**src/rtl/alu_ctrl_sequencer_pkg.sv**
```systemverilog
// Shared definitions for the ALU control sequencer: operation class codes,
// function codes within each class, 4-bit ALU control words, sequencer state
// encodings and the set of functions that are executed as iterated shifts.
package alu_ctrl_sequencer_pkg;

  // Operation classes (alu_op)
  localparam int unsigned OP_ADD    = 0;
  localparam int unsigned OP_ADDSUB = 1;
  localparam int unsigned OP_AND    = 2;
  localparam int unsigned OP_LOGIC  = 3;
  localparam int unsigned OP_OR     = 4;
  localparam int unsigned OP_SHIFT  = 5;
  localparam int unsigned OP_LUI    = 6;

  // Function codes within OP_ADDSUB / OP_LOGIC
  localparam int unsigned FUNC_ADD = 0;
  localparam int unsigned FUNC_SUB = 1;
  localparam int unsigned FUNC_XOR = 0;
  localparam int unsigned FUNC_NOR = 1;

  // Function codes within OP_SHIFT (immediate forms and variable forms)
  localparam int unsigned FUNC_SLLI = 0;
  localparam int unsigned FUNC_SRLI = 1;
  localparam int unsigned FUNC_SLL  = 2;
  localparam int unsigned FUNC_SRL  = 3;
  localparam int unsigned FUNC_SRAI = 4;
  localparam int unsigned FUNC_SRA  = 5;

  // ALU control words
  localparam logic [3:0] CTRL_ADD  = 4'b0000;
  localparam logic [3:0] CTRL_SUB  = 4'b0001;
  localparam logic [3:0] CTRL_XOR  = 4'b0010;
  localparam logic [3:0] CTRL_NOR  = 4'b0011;
  localparam logic [3:0] CTRL_SLL  = 4'b0100;
  localparam logic [3:0] CTRL_SRL  = 4'b0101;
  localparam logic [3:0] CTRL_SRA  = 4'b0110;
  localparam logic [3:0] CTRL_LUI  = 4'b0111;
  localparam logic [3:0] CTRL_AND  = 4'b1000;
  localparam logic [3:0] CTRL_OR   = 4'b1001;
  localparam logic [3:0] CTRL_SLLI = 4'b1100;
  localparam logic [3:0] CTRL_SRLI = 4'b1101;
  localparam logic [3:0] CTRL_SRAI = 4'b1110;

  typedef enum logic [1:0] {
    ST_EMPTY  = 2'd0,
    ST_SINGLE = 2'd1,
    ST_ITER   = 2'd2
  } state_t;

  // Variable shifts are the ones broken into single-bit passes.
  function automatic logic is_iter_func(input int unsigned fn);
    return (fn == FUNC_SLL) || (fn == FUNC_SRL) || (fn == FUNC_SRA);
  endfunction

endpackage

```
**src/rtl/alu_ctrl_sequencer_if.sv**
```systemverilog
// Command/beat bus of the ALU control sequencer.
//   master: drives in_valid/alu_op/func/shamt and out_ready (decode + ALU side)
//   slave : drives in_ready and the registered beat outputs (the sequencer)
interface alu_ctrl_sequencer_if #(
  parameter int OP_W    = 3,
  parameter int FUNC_W  = 5,
  parameter int CTRL_W  = 4,
  parameter int SHAMT_W = 5
);
  logic               in_valid;
  logic               in_ready;
  logic [OP_W-1:0]    alu_op;
  logic [FUNC_W-1:0]  func;
  logic [SHAMT_W-1:0] shamt;
  logic               out_valid;
  logic               out_ready;
  logic [CTRL_W-1:0]  alu_ctrl;
  logic               out_last;
  logic [SHAMT_W-1:0] out_iter;
  logic               illegal;

  modport master (
    output in_valid, alu_op, func, shamt, out_ready,
    input  in_ready, out_valid, alu_ctrl, out_last, out_iter, illegal
  );

  modport slave (
    input  in_valid, alu_op, func, shamt, out_ready,
    output in_ready, out_valid, alu_ctrl, out_last, out_iter, illegal
  );
endinterface

```
**src/rtl/alu_ctrl_sequencer_decode.sv**
```systemverilog
// Combinational ALU control decode.
//   alu_op, func -> alu_ctrl (zero-extended to CTRL_W), illegal, iterate
// func is compared zero-extended; unknown op/func decodes to 0000 with illegal.
// iterate flags a variable shift, independent of whether iteration is enabled.
module alu_ctrl_sequencer_decode
  import alu_ctrl_sequencer_pkg::*;
#(
  parameter int OP_W   = 3,
  parameter int FUNC_W = 5,
  parameter int CTRL_W = 4
) (
  input  logic [OP_W-1:0]   alu_op,
  input  logic [FUNC_W-1:0] func,
  output logic [CTRL_W-1:0] alu_ctrl,
  output logic              illegal,
  output logic              iterate
);

  int unsigned op_v;
  int unsigned fn_v;
  logic [3:0]  ctrl4;

  always_comb begin
    op_v    = 32'(alu_op);
    fn_v    = 32'(func);
    ctrl4   = 4'b0000;
    illegal = 1'b0;
    iterate = 1'b0;
    case (op_v)
      OP_ADD:    ctrl4 = CTRL_ADD;
      OP_ADDSUB: begin
        if (fn_v == FUNC_ADD)      ctrl4 = CTRL_ADD;
        else if (fn_v == FUNC_SUB) ctrl4 = CTRL_SUB;
        else                       illegal = 1'b1;
      end
      OP_AND:    ctrl4 = CTRL_AND;
      OP_LOGIC: begin
        if (fn_v == FUNC_XOR)      ctrl4 = CTRL_XOR;
        else if (fn_v == FUNC_NOR) ctrl4 = CTRL_NOR;
        else                       illegal = 1'b1;
      end
      OP_OR:     ctrl4 = CTRL_OR;
      OP_SHIFT: begin
        case (fn_v)
          FUNC_SLLI: ctrl4 = CTRL_SLLI;
          FUNC_SRLI: ctrl4 = CTRL_SRLI;
          FUNC_SLL:  ctrl4 = CTRL_SLL;
          FUNC_SRL:  ctrl4 = CTRL_SRL;
          FUNC_SRAI: ctrl4 = CTRL_SRAI;
          FUNC_SRA:  ctrl4 = CTRL_SRA;
          default:   illegal = 1'b1;
        endcase
        iterate = is_iter_func(fn_v);
      end
      OP_LUI:    ctrl4 = CTRL_LUI;
      default:   illegal = 1'b1;
    endcase
  end

  assign alu_ctrl = CTRL_W'(ctrl4);

endmodule

```
**src/rtl/alu_ctrl_sequencer.sv**
```systemverilog
// ALU control sequencer: registered successor to the combinational decode.
// Accepts (alu_op, func, shamt) over a valid/ready handshake and presents one
// registered ALU control beat per handshake. With ITER_SHIFT set, variable
// shifts are emitted as shamt single-bit beats (out_iter counts beats left).
// Ports:
//   clk  - rising-edge clock
//   rst  - asynchronous active-high reset; drops any beat in flight
//   bus  - alu_ctrl_sequencer_if.slave: command in, control beat out
module alu_ctrl_sequencer
  import alu_ctrl_sequencer_pkg::*;
#(
  parameter int                OP_W       = 3,
  parameter int                FUNC_W     = 5,
  parameter int                CTRL_W     = 4,
  parameter int                SHAMT_W    = 5,
  parameter bit                ITER_SHIFT = 1'b1,
  parameter logic [CTRL_W-1:0] CTRL_NOP   = CTRL_W'(4'b1111)
) (
  input logic                 clk,
  input logic                 rst,
  alu_ctrl_sequencer_if.slave bus
);

  logic [CTRL_W-1:0]  dec_ctrl;
  logic               dec_illegal;
  logic               dec_iterate;

  state_t             state_p1;
  logic               vld_p1;
  logic [CTRL_W-1:0]  ctrl_p1;
  logic               last_p1;
  logic [SHAMT_W-1:0] iter_p1;
  logic               illegal_p1;

  logic               out_fire;
  logic               take;
  logic               iter_cmd;

  alu_ctrl_sequencer_decode #(
    .OP_W   (OP_W),
    .FUNC_W (FUNC_W),
    .CTRL_W (CTRL_W)
  ) u_decode (
    .alu_op   (bus.alu_op),
    .func     (bus.func),
    .alu_ctrl (dec_ctrl),
    .illegal  (dec_illegal),
    .iterate  (dec_iterate)
  );

  assign out_fire = vld_p1 & bus.out_ready;
  // A new command may land in the same edge the final beat is consumed,
  // which keeps single-beat commands flowing at one per clock.
  assign bus.in_ready = !rst & ((state_p1 == ST_EMPTY) | (out_fire & last_p1));
  assign take     = bus.in_valid & bus.in_ready;
  assign iter_cmd = ITER_SHIFT & dec_iterate;

  // ---- stage p1: state, beat register and remaining-beat counter ----
  always_ff @(posedge clk or posedge rst) begin
    if (rst) begin
      state_p1   <= ST_EMPTY;
      vld_p1     <= 1'b0;
      ctrl_p1    <= '0;
      last_p1    <= 1'b0;
      iter_p1    <= '0;
      illegal_p1 <= 1'b0;
    end else if (take) begin
      vld_p1     <= 1'b1;
      illegal_p1 <= dec_illegal;
      if (iter_cmd && (bus.shamt == '0)) begin
        // Zero-length variable shift: ALU passes the operand through.
        ctrl_p1  <= CTRL_NOP;
        last_p1  <= 1'b1;
        iter_p1  <= '0;
        state_p1 <= ST_SINGLE;
      end else if (iter_cmd) begin
        ctrl_p1  <= dec_ctrl;
        iter_p1  <= bus.shamt - SHAMT_W'(1);
        last_p1  <= (bus.shamt == SHAMT_W'(1));
        state_p1 <= (bus.shamt == SHAMT_W'(1)) ? ST_SINGLE : ST_ITER;
      end else begin
        ctrl_p1  <= dec_ctrl;
        last_p1  <= 1'b1;
        iter_p1  <= '0;
        state_p1 <= ST_SINGLE;
      end
    end else if (out_fire) begin
      if (state_p1 == ST_ITER) begin
        // alu_ctrl is held; only the remaining count moves.
        iter_p1 <= iter_p1 - SHAMT_W'(1);
        if (iter_p1 == SHAMT_W'(1)) begin
          last_p1  <= 1'b1;
          state_p1 <= ST_SINGLE;
        end
      end else begin
        vld_p1   <= 1'b0;
        state_p1 <= ST_EMPTY;
      end
    end
  end

  assign bus.out_valid = vld_p1;
  assign bus.alu_ctrl  = ctrl_p1;
  assign bus.out_last  = last_p1;
  assign bus.out_iter  = iter_p1;
  assign bus.illegal   = illegal_p1;

endmodule
```
**src/flat_wrapper.sv**
```systemverilog
// flat-port wrapper written by rule: the top's interface ports become plain ports
module alu_ctrl_sequencer_flat import alu_ctrl_sequencer_pkg::*;
#(
  parameter int                OP_W       = 3,
  parameter int                FUNC_W     = 5,
  parameter int                CTRL_W     = 4,
  parameter int                SHAMT_W    = 5,
  parameter bit                ITER_SHIFT = 1'b1,
  parameter logic [CTRL_W-1:0] CTRL_NOP   = CTRL_W'(4'b1111)
)
  (clk, rst, bus_in_valid, bus_alu_op, bus_func, bus_shamt, bus_out_ready, bus_in_ready, bus_out_valid, bus_alu_ctrl, bus_out_last, bus_out_iter, bus_illegal);
  alu_ctrl_sequencer_if #(.OP_W(OP_W), .FUNC_W(FUNC_W), .CTRL_W(CTRL_W), .SHAMT_W(SHAMT_W)) bus_i ();
  input logic clk;
  input logic rst;
  input wire logic [$bits(bus_i.in_valid)-1:0] bus_in_valid;
  input wire logic [$bits(bus_i.alu_op)-1:0] bus_alu_op;
  input wire logic [$bits(bus_i.func)-1:0] bus_func;
  input wire logic [$bits(bus_i.shamt)-1:0] bus_shamt;
  input wire logic [$bits(bus_i.out_ready)-1:0] bus_out_ready;
  output wire logic [$bits(bus_i.in_ready)-1:0] bus_in_ready;
  output wire logic [$bits(bus_i.out_valid)-1:0] bus_out_valid;
  output wire logic [$bits(bus_i.alu_ctrl)-1:0] bus_alu_ctrl;
  output wire logic [$bits(bus_i.out_last)-1:0] bus_out_last;
  output wire logic [$bits(bus_i.out_iter)-1:0] bus_out_iter;
  output wire logic [$bits(bus_i.illegal)-1:0] bus_illegal;
  assign bus_i.in_valid = bus_in_valid;
  assign bus_i.alu_op = bus_alu_op;
  assign bus_i.func = bus_func;
  assign bus_i.shamt = bus_shamt;
  assign bus_i.out_ready = bus_out_ready;
  assign bus_in_ready = bus_i.in_ready;
  assign bus_out_valid = bus_i.out_valid;
  assign bus_alu_ctrl = bus_i.alu_ctrl;
  assign bus_out_last = bus_i.out_last;
  assign bus_out_iter = bus_i.out_iter;
  assign bus_illegal = bus_i.illegal;
  alu_ctrl_sequencer #(.OP_W(OP_W), .FUNC_W(FUNC_W), .CTRL_W(CTRL_W), .SHAMT_W(SHAMT_W), .ITER_SHIFT(ITER_SHIFT), .CTRL_NOP(CTRL_NOP)) u_core (.clk(clk), .rst(rst), .bus(bus_i));
endmodule
```
**config.mk**
```make
export PLATFORM = sky130hd
export DESIGN_NAME = alu_ctrl_sequencer_flat
export DESIGN_NICKNAME = d
export VERILOG_FILES = /design/src/rtl/alu_ctrl_sequencer_pkg.sv /design/src/rtl/alu_ctrl_sequencer_if.sv /design/src/rtl/alu_ctrl_sequencer_decode.sv /design/src/rtl/alu_ctrl_sequencer.sv /design/src/flat_wrapper.sv
export SDC_FILE = /design/constraint.sdc
export NUM_CORES = 1
export LEC_CHECK = 0
export BUFFER_PORTS_ARGS = -buffer_cell sky130_fd_sc_hd__buf_2
export CORE_MARGIN = 2
export CORE_UTILIZATION = 33
export DETAILED_ROUTE_END_ITERATION = 10
export GPL_ROUTABILITY_DRIVEN = 0
export PLACE_DENSITY_LB_ADDON = 0.15
export SYNTH_ARGS = -nofsm -noshare
export SYNTH_HDL_FRONTEND = slang
export SYNTH_SLANG_ARGS = --single-unit
```
**constraint.sdc**
```tcl
create_clock -name clk -period 1.95 [get_ports clk]
set_input_delay 0.0975 -clock clk [delete_from_list [all_inputs] [get_ports clk]]
set_output_delay 0.0975 -clock clk [all_outputs]
set_load 0.03 [all_outputs]
```
---- Word level (Yosys, flattened, before mapping) ----
Cells that the tools add are included.
cells by class
  reduce and logical (&&, ||, !) cells .... 18
  equal/unequal tests ..................... 16
  muxes and demuxes ....................... 33
  bitwise gates (word level) .............. 5
  $add $sub $neg .......................... 2
operator list
  cell                 number
  $pmux 4 s6           2
  $mux 5               5
  $mux 2               9
  $eq 5x1->1 const B   3
  $mux 1               15
  $eq 5x2->1 const B   2
  $eq 5x3->1 const B   2
  $logic_not 5->1      2
  $sub 5x1->5 const B  2
  $eq 3x3->1 const B   3
  $eq 3x2->1 const B   2
  $reduce_and 2->1     3
  $reduce_bool 2->1    3
  $reduce_or 6->1      1
  $and 1x1->1          4
  $mux 4               1
  $reduce_or 4->1      1
  $eq 3x1->1 const B   1
  $logic_not 3->1      1
  $ne 3x2->1 const B   1
  $pmux 1 s3           1
  $reduce_and 3->1     1
  $eq 2x2->1 const B   1
  $logic_not 2->1      1
  other kinds (6)      7
word-level totals
  flip-flop bits (word level) ............. 14
  logic and storage cells ................. 80
  output and inout port bits .............. 13
  bits of input ports ..................... 17

---- Longest topological paths before layout ----
Gate-level depths: netlist (run 1).
  depth after elaboration ................. 7
  depth in mapped cells ................... 6
  depth with buffers taken out ............ 6

---- Modules after synthesis ----
From an unflattened synthesis (run 1), not the netlist that was laid out.
second synthesis, totals
  cells, all modules ...................... 106
  area total of the unflattened synthesis .. 985.9 µm²
modules (own cells, without submodules)
  module                     cells each  area each (µm²)  times used  seq. area each (µm²)
  alu_ctrl_sequencer         78          809.5            1           350.3
  alu_ctrl_sequencer_decode  28          176.4            1           0.0

---- Least setup slack after synthesis (run 1) ----
No wires, ideal clock.
  kind .................................... register to register
  from .................................... reg u_core.vld_p1 (netlist: u_core.bus.out_valid)
  to ...................................... reg u_core.state_p1[0]
  setup slack ............................. 0.017 ns
  data required time ...................... 1.829 ns
  clock period less this slack ............ 1.933 ns
  arrival time ............................ 1.812 ns
  stages on the path, launching flop included .. 5
  library setup time ...................... 0.121 ns
  path buffers ............................ 0
  cell sequence ........................... dfrtp_1 nand3_1 a211o_1 or4_4 a22o_1
on the way
  cells in the longest elaborated chain, start to end .. 7
  elaborated cells between the ends (all ways) .. 9
  those cells by class .................... eq/ne (1); mux (1); bitwise (5); reduce/logical (2)
ends and longest elaborated chain
  item                                                       RTL line                  RTL
  start, declared                                            alu_ctrl_sequencer.sv:29  logic vld_p1;
  start signal, assigned                                     alu_ctrl_sequencer.sv:62  vld_p1 <= 1'b0;
  start signal, assigned                                     alu_ctrl_sequencer.sv:68  vld_p1 <= 1'b1;
  start signal, assigned                                     alu_ctrl_sequencer.sv:96  vld_p1 <= 1'b0;
  $and 1x1->1 (*)                                            alu_ctrl_sequencer.sv:51  assign out_fire = vld_p1 & bus.out_ready;
  $and 1x1->1                                                alu_ctrl_sequencer.sv:54  assign bus.in_ready = !rst & ((state_p1 == ST_EMPTY) | (out_fire & last_p1));
  $or 1x1->1                                                 alu_ctrl_sequencer.sv:54
  $and 1x1->1                                                alu_ctrl_sequencer.sv:54
  $and 1x1->1                                                alu_ctrl_sequencer.sv:55  assign take = bus.in_valid & bus.in_ready;
  $ne 3x2->1 (no line) or $reduce_bool 2->1 (tied branches)  -
  $reduce_and 2->1 (no line)                                 -
  end signal, assigned                                       alu_ctrl_sequencer.sv:80  state_p1 <= (bus.shamt == SHAMT_W'(1)) ? ST_SINGLE : ST_ITER;
  end, declared                                              alu_ctrl_sequencer.sv:28  state_t state_p1;
Every way passes the cells marked *; elsewhere a longest branch is shown, timed or not.
A chain may end at the register's enable or synchronous reset.

---- Final worst setup path (run 1) ----
  from .................................... reg u_core.state_p1[0]
  to ...................................... reg u_core.state_p1[0]
on the way
  cells in the longest elaborated chain, start to end .. 6
  elaborated cells between the ends (all ways) .. 11
  those cells by class .................... eq/ne (2); mux (3); bitwise (3); reduce/logical (3)
ends and longest elaborated chain
  item                                                       RTL line
  $logic_not 2->1                                            alu_ctrl_sequencer.sv:54
  $or 1x1->1                                                 alu_ctrl_sequencer.sv:54
  $and 1x1->1                                                alu_ctrl_sequencer.sv:54
  $and 1x1->1                                                alu_ctrl_sequencer.sv:55
  $ne 3x2->1 (no line) or $reduce_bool 2->1 (tied branches)  -
  $reduce_and 2->1 (no line)                                 -
Several ways; a longest one is shown, not always the timed one. The select of a mux whose other input is x is not followed.

==> results of run 1 <==
-- sequential cells by signal, indices dropped and copies added, names as in the netlist --
name,flops
u_core.bus.out_last,1
u_core.bus.out_valid,1
u_core.bus.alu_ctrl,4
u_core.state_p1,2
u_core.bus.out_iter,5
u_core.bus.illegal,1
-- report_power, final --
group          internal (mW)  switching (mW)  total, mW
combinational          0.262           0.432      0.695
clock                  0.114          0.0991      0.213
sequential             0.397          0.0910      0.488
total                  0.773           0.622       1.40
-- worst paths after layout --
kind | startpoint | slack, ns | cells after the start | endpoint
max | u_core.state_p1[0]$_DFFE_PP0P_ | 0.06 | 4 | u_core.state_p1[0]$_DFFE_PP0P_
min | bus_out_ready | 0.12 | 4 | u_core.bus.out_valid$_DFFE_PP0P_
max reg2reg | u_core.state_p1[0]$_DFFE_PP0P_ | 0.06 | 4 | u_core.state_p1[0]$_DFFE_PP0P_
min reg2reg | u_core.bus.illegal$_DFFE_PP0P_ | 0.49 | 1 | u_core.bus.illegal$_DFFE_PP0P_
max in group asynchronous | rst | 1.13 | 3 | u_core.bus.alu_ctrl[1]$_DFFE_PP0P_
min in group asynchronous | rst | 0.45 | 3 | u_core.bus.out_last$_DFFE_PP0P_
-- metrics by stage --
step,utilization [%],worst slack [ns]
final,43.4,0.0623
after global routing,43.4,0.0139
after CTS,43.4,0.0579
after detailed placement,41.8,0.0772
after global placement,41.8,0.0987
after floorplan,-,0.0169
-- worst max-delay path, stage by stage (launching register included) --
cell,delay (ns)
dfrtp_1,0.38
or2_2,0.33
a211o_1,0.31
or4_4,0.55
a22o_1,0.21
-- layout make-up --
class | count | area, um2 | share of cell area, %
clock buffer | 4 | 36.3 | 2.81
timing repair buffer | 37 | 208 | 16.1
sequential | 14 | 350 | 27.1
tap | 33 | 41.3 | 3.19
inverter | 7 | 26.3 | 2.03
multi-input combinational | 90 | 631 | 48.8
-- kinds of logic (layout without fill, tap and decap cells) --
logic type / Yosys count / after routing / share of synthesized area [%]
fa+ha+maj: 4 / 4 / 4.95
xor+xnor: 4 / 4 / 3.47
mux: 2 / 2 / 2.10
simple gates: 45 / 45 / 27.0
compound gates: 35 / 35 / 24.9
flops: 14 / 14 / 34.7
buf+inv: 8 / 48 / 2.97
-- cell usage after synthesis, drive strengths merged (2+ instances only) --
cell type and count:
o21ai 6, nor2 6, nand2 8, xnor2 3
nor3 6, dfrtp 14, a221o 2, inv 7
a21oi 5, a31oi 3, ha 4, nor4b 2
a21o 2, nand2b 4, nor3b 2, and4b 2
nor2b 3, a211oi 2, o22a 3, a211o 3
-- per-layer routing --
layer / wire (um) / part of all wire [%]
met1: 1190 / 45
met2: 1320 / 49
met3: 119 / 4.5
met4: 41 / 1.5
met5: 0 / 0
==> results.sh, run 1 <==
export IMPL_status="completed"
export IMPL_leakage_nw=0.610
export IMPL_final_nets=174
export IMPL_final_cells=185
export IMPL_rsz0062_at_grt="no"
export IMPL_dieArea_um2=3520
export IMPL_die_height_um=59.4
export IMPL_grt_pass1_wl_um=4460
export IMPL_synth_distinct_cells=46
export IMPL_worst_pin_slew_ns=0.564
export IMPL_final_cell_mix="buf_2, dfrtp_1, nand2_1, inv_1, buf_4"
export IMPL_die_w_um=59.4
export IMPL_start_kind="flop"
export IMPL_cts_resized_gates=0
export IMPL_routedWlPerCell_um=14.4
export IMPL_first_pass_iters=4
export IMPL_min_period_ns=1.89
export IMPL_fmax_ghz=0.530
export IMPL_cp_arrival_ns=2.06
export IMPL_placed_area_um2=1250
export IMPL_gr_max_usage_layer="met2"
export IMPL_synth_cells=112
export IMPL_clk_latency_ns=0.28
export IMPL_drtAntennaViolNets=0
export IMPL_relSlewSlack_pct=62.4
export IMPL_vias_per_cell=5.56
export IMPL_hp_class="input port to flop"
export IMPL_max_vdd_ir_drop_uv=557
export IMPL_cts_buffers=3
export IMPL_synth_area_leader_cell="dfrtp_1"
export IMPL_syn_area_per_cell_um2=9.03
export IMPL_critPathMaxFanout=4
export IMPL_use_met2_pct=29.8
export IMPL_fin_worst_skew_ns=0.00451
export IMPL_h_tree_depth=1
export IMPL_port_buffers=29
export IMPL_holdWs_ns=0.121
export IMPL_critPathCaptureType="flop"
export IMPL_fillCellCount=296
export IMPL_yosysWarningCount=0
export IMPL_place_inst=180
export IMPL_ioPinCount=30
export IMPL_synth_top_cell_area_share_pct=34.7
export IMPL_min_period_over_period_pct=96.8
export IMPL_drc_errors=0
export IMPL_antenna_found_initial=0
export IMPL_finalWirelength_um=2660
export IMPL_syn_to_final_growth_pct=27.8
export IMPL_drv_slew=0
export IMPL_cts_tree="yes"
export IMPL_grtUsageTotal_pct=16.8
export IMPL_syn_nets=133
export IMPL_cts_root_buf="clkbuf_4"
export IMPL_use_met1_pct=19.8
export IMPL_cp_required_ns=2.12
export IMPL_grt_pass1_vias=1021
export IMPL_p_total_mw=1.40
export IMPL_rows=20
export IMPL_synth_edff_count=0
export IMPL_initial_core_util_pct=33.9
export IMPL_synth_flop_cell="dfrtp_1"
export IMPL_synthArstFlopShare_pct=100
export IMPL_coreArea_um2=2980
export IMPL_mostFrequentLayoutCell="buf_2"
export IMPL_vias=1029
export IMPL_final_setup_tns_ns=0
export IMPL_clockBufferDepth=2
export IMPL_stdcell_area_um2=1290
export IMPL_clkSinkCount=14
export IMPL_yosys_register_bits=14
export IMPL_clk_pin_slew_ns=0.08
export IMPL_cellPowerDensity_nw_per_um2=1080
export IMPL_setup_viol=0
export IMPL_post_cts_buffers=0
export IMPL_use_met3_pct=3.49
export IMPL_final_hold_violation_count=0
export IMPL_diodes=0
export IMPL_post_synth_main_area_contributors="dfrtp_1, ha_1, nor3_1"
export IMPL_maxCapViolations=0
export IMPL_syn_cell_area_um2=1010
export IMPL_drive_gt1_share_pct=30.9
export IMPL_seq_area_frac_synth_pct=34.7
export IMPL_drtIter0Drc=13
export IMPL_gr_total_overflow=0
export IMPL_dp_hpwl_um=2100
export IMPL_critical_path_class="flop to flop"
export IMPL_cts_hold_buf=1
export IMPL_grt_max_degree=15
No activity file was read; power rests on OpenSTA's default activity.
==> inputs of run 2 (changes only) <==
Settings changed: SYNTH_HIERARCHICAL from default to 1.
==> run 2 against run 1 <==
The flow now finishes with violations (DRC). Final cell count fell by 8.6%. First-iteration DRC count rose by 31%. Critical path depth rose by 1. Final area fell by 7.8%. Wire length fell by 22%. Via count fell by 14%. Power fell by 27%. Register-to-register slack improved by 0.38 ns. Highest routed layer unchanged.
==> results.sh, run 2 <==
export IMPL_drc_errors=2
export IMPL_finalWirelength_um=2090
export IMPL_worst_pin_slew_ns=0.518
export IMPL_fin_worst_skew_ns=0.00535
export IMPL_ys_top_cells_by_count="dfrtp_1, inv_1, nand2_1"
export IMPL_final_cell_mix="buf_2, dfrtp_1, inv_1, nand2_1"
export IMPL_ioPinCount=30
export IMPL_drv_slew=0
export IMPL_port_buffers=29
export IMPL_diodes=0
export IMPL_cp_arrival_ns=1.70
export IMPL_synth_edff_count=0
export IMPL_critPathMaxFanout=10
export IMPL_hp_class="input port to flop"
export IMPL_clk_pin_slew_ns=0.08
export IMPL_final_cells=169
export IMPL_yosysMostFrequentCell="dfrtp_1"
export IMPL_cts_buffers=3
export IMPL_rows=19
export IMPL_leakage_nw=0.564
export IMPL_rsz0062_at_grt="no"
export IMPL_synth_cells=106
export IMPL_final_hold_violation_count=0
export IMPL_vias=880
export IMPL_synthArstFlopShare_pct=100
export IMPL_h_tree_depth=1
export IMPL_first_pass_iters=7
export IMPL_synth_flop_cell="dfrtp_1"
export IMPL_start_kind="flop"
export IMPL_die_w_um=58.7
export IMPL_post_cts_buffers=0
export IMPL_synth_area_leader_cell="dfrtp_1"
export IMPL_grtUsageTotal_pct=14.3
export IMPL_syn_area_per_cell_um2=9.30
export IMPL_critical_path_class="flop to flop"
export IMPL_grt_pass1_vias=870
export IMPL_min_period_ns=1.50
export IMPL_cp_required_ns=2.14
export IMPL_cts_root_buf="clkbuf_4"
export IMPL_syn_cell_area_um2=986
export IMPL_grt_max_degree=15
export IMPL_synth_distinct_cells=37
export IMPL_violations="DRC"
export IMPL_max_vdd_ir_drop_uv=299
export IMPL_yosys_register_bits=14
export IMPL_critPathCaptureType="flop"
export IMPL_gr_total_overflow=0
export IMPL_routedWlPerCell_um=12.4
export IMPL_drtIter0Drc=17
export IMPL_die_height_um=58.7
export IMPL_mostFrequentLayoutCell="buf_2"
export IMPL_min_period_over_period_pct=77.2
export IMPL_status="finished with violations"
export IMPL_cts_tree="yes"
export IMPL_final_nets=162
export IMPL_dieArea_um2=3440
export IMPL_post_synth_main_area_contributors="dfrtp_1, ha_1, xnor2_1"
export IMPL_setup_viol=0
export IMPL_antenna_found_initial=0
export IMPL_syn_to_final_growth_pct=20.8
export IMPL_clockBufferDepth=2
export IMPL_seq_area_frac_synth_pct=35.5
export IMPL_syn_nets=128
export IMPL_grt_pass1_wl_um=3820
export IMPL_cellPowerDensity_nw_per_um2=850
export IMPL_coreArea_um2=2810
export IMPL_clkSinkCount=14
export IMPL_clk_latency_ns=0.26
export IMPL_p_total_mw=1.01
export IMPL_place_inst=165
export IMPL_dp_hpwl_um=1740
export IMPL_drive_gt1_share_pct=31.2
export IMPL_largest_register_ffs=5
export IMPL_fmax_ghz=0.665
export IMPL_initial_core_util_pct=35.1
export IMPL_final_setup_tns_ns=0
export IMPL_relSlewSlack_pct=65.4
export IMPL_yosysWarningCount=6
export IMPL_maxCapViolations=0
export IMPL_vias_per_cell=5.21
export IMPL_synth_top_cell_area_share_pct=35.5
export IMPL_utilization_pct=42.5
export IMPL_drtAntennaViolNets=0
[run 2: cells by family (layout without fill, tap and decap cells)]
kind of cell	Yosys count	after routing	synth area share (%)
DFF	14	14	35.5
AOI/OAI and AO/OA	29	29	19.9
and+or+nand+nor	36	36	22.5
buffers and inverters	12	44	5.71
muxes	3	3	3.81
xor gates and xnor gates	7	7	6.22
adders and majority gates	5	5	6.35
[run 2: worst paths after layout]
path,cells after the start,endpoint,startpoint,slack (ns)
worst max-delay path,5,u_core/bus.out_last$_DFFE_PP0P_,u_core/state_p1[1]$_DFFE_PP0P_,0.45
worst min-delay path,2,u_core/bus.out_iter[0]$_DFFE_PP0P_,bus_shamt[0],0.08
worst max register to register,5,u_core/bus.out_last$_DFFE_PP0P_,u_core/state_p1[1]$_DFFE_PP0P_,0.45
worst min register to register,1,u_core/bus.illegal$_DFFE_PP0N_,u_core/bus.illegal$_DFFE_PP0N_,0.51
max in group asynchronous,3,u_core/bus.out_last$_DFFE_PP0P_,rst,1.18
min in group asynchronous,3,u_core/state_p1[1]$_DFFE_PP0P_,rst,0.42
[run 2: through the flow]
| step | hold slack (ns) | setup slack (ns) | instance area (um2) |
|---|---|---|---|
| floorplan | -0.0133 | 0.466 | 986 |
| detailed placement | 0.177 | 0.455 | 1160 |
| global route | 0.100 | 0.327 | 1190 |
| finish | 0.0814 | 0.445 | 1190 |
| global placement | 0.189 | 0.476 | 1160 |
| CTS | 0.0739 | 0.430 | 1190 |
[run 2: power breakdown]
part	internal [mW]	switching [mW]	total [mW]	leakage, nW
Clock	0.0712	0.0798	0.151	0.0138
Combinational	0.166	0.273	0.439	0.375
Sequential	0.364	0.0580	0.422	0.175
Total	0.601	0.411	1.01	0.564
[run 2: cell type report]
| cell class | count | area [um2] |
|---|---|---|
| sequential | 14 | 350 |
| inverter | 10 | 37.5 |
| fill | 292 | 1610 |
| clock buffer | 3 | 22.5 |
| multi-input combinational | 80 | 579 |
| timing repair buffer | 31 | 163 |
| tap | 31 | 38.8 |
[run 2: layer usage]
layer	vias to the layer above	wire, um	track usage (%)
li1	445	-	-
met1	404	966	19.9
met2	29	977	23.0
met3	2	116	1.32
met4	0	27	5.84
met5	-	0	0
[run 2: timing repair]
item                                   4_1_cts  5_1_grt
gates resized for setup                      0        0
hold buffers                                 1        0
endpoints found under the hold margin       14        0
[run 2: worst max-delay path, stage by stage, from the launching register on]
cell	delay [ns]
dfrtp_1	0.43
or2_1	0.29
a21oi_4	0.27
buf_4	0.22
a21oi_1	0.06
a21oi_1	0.15
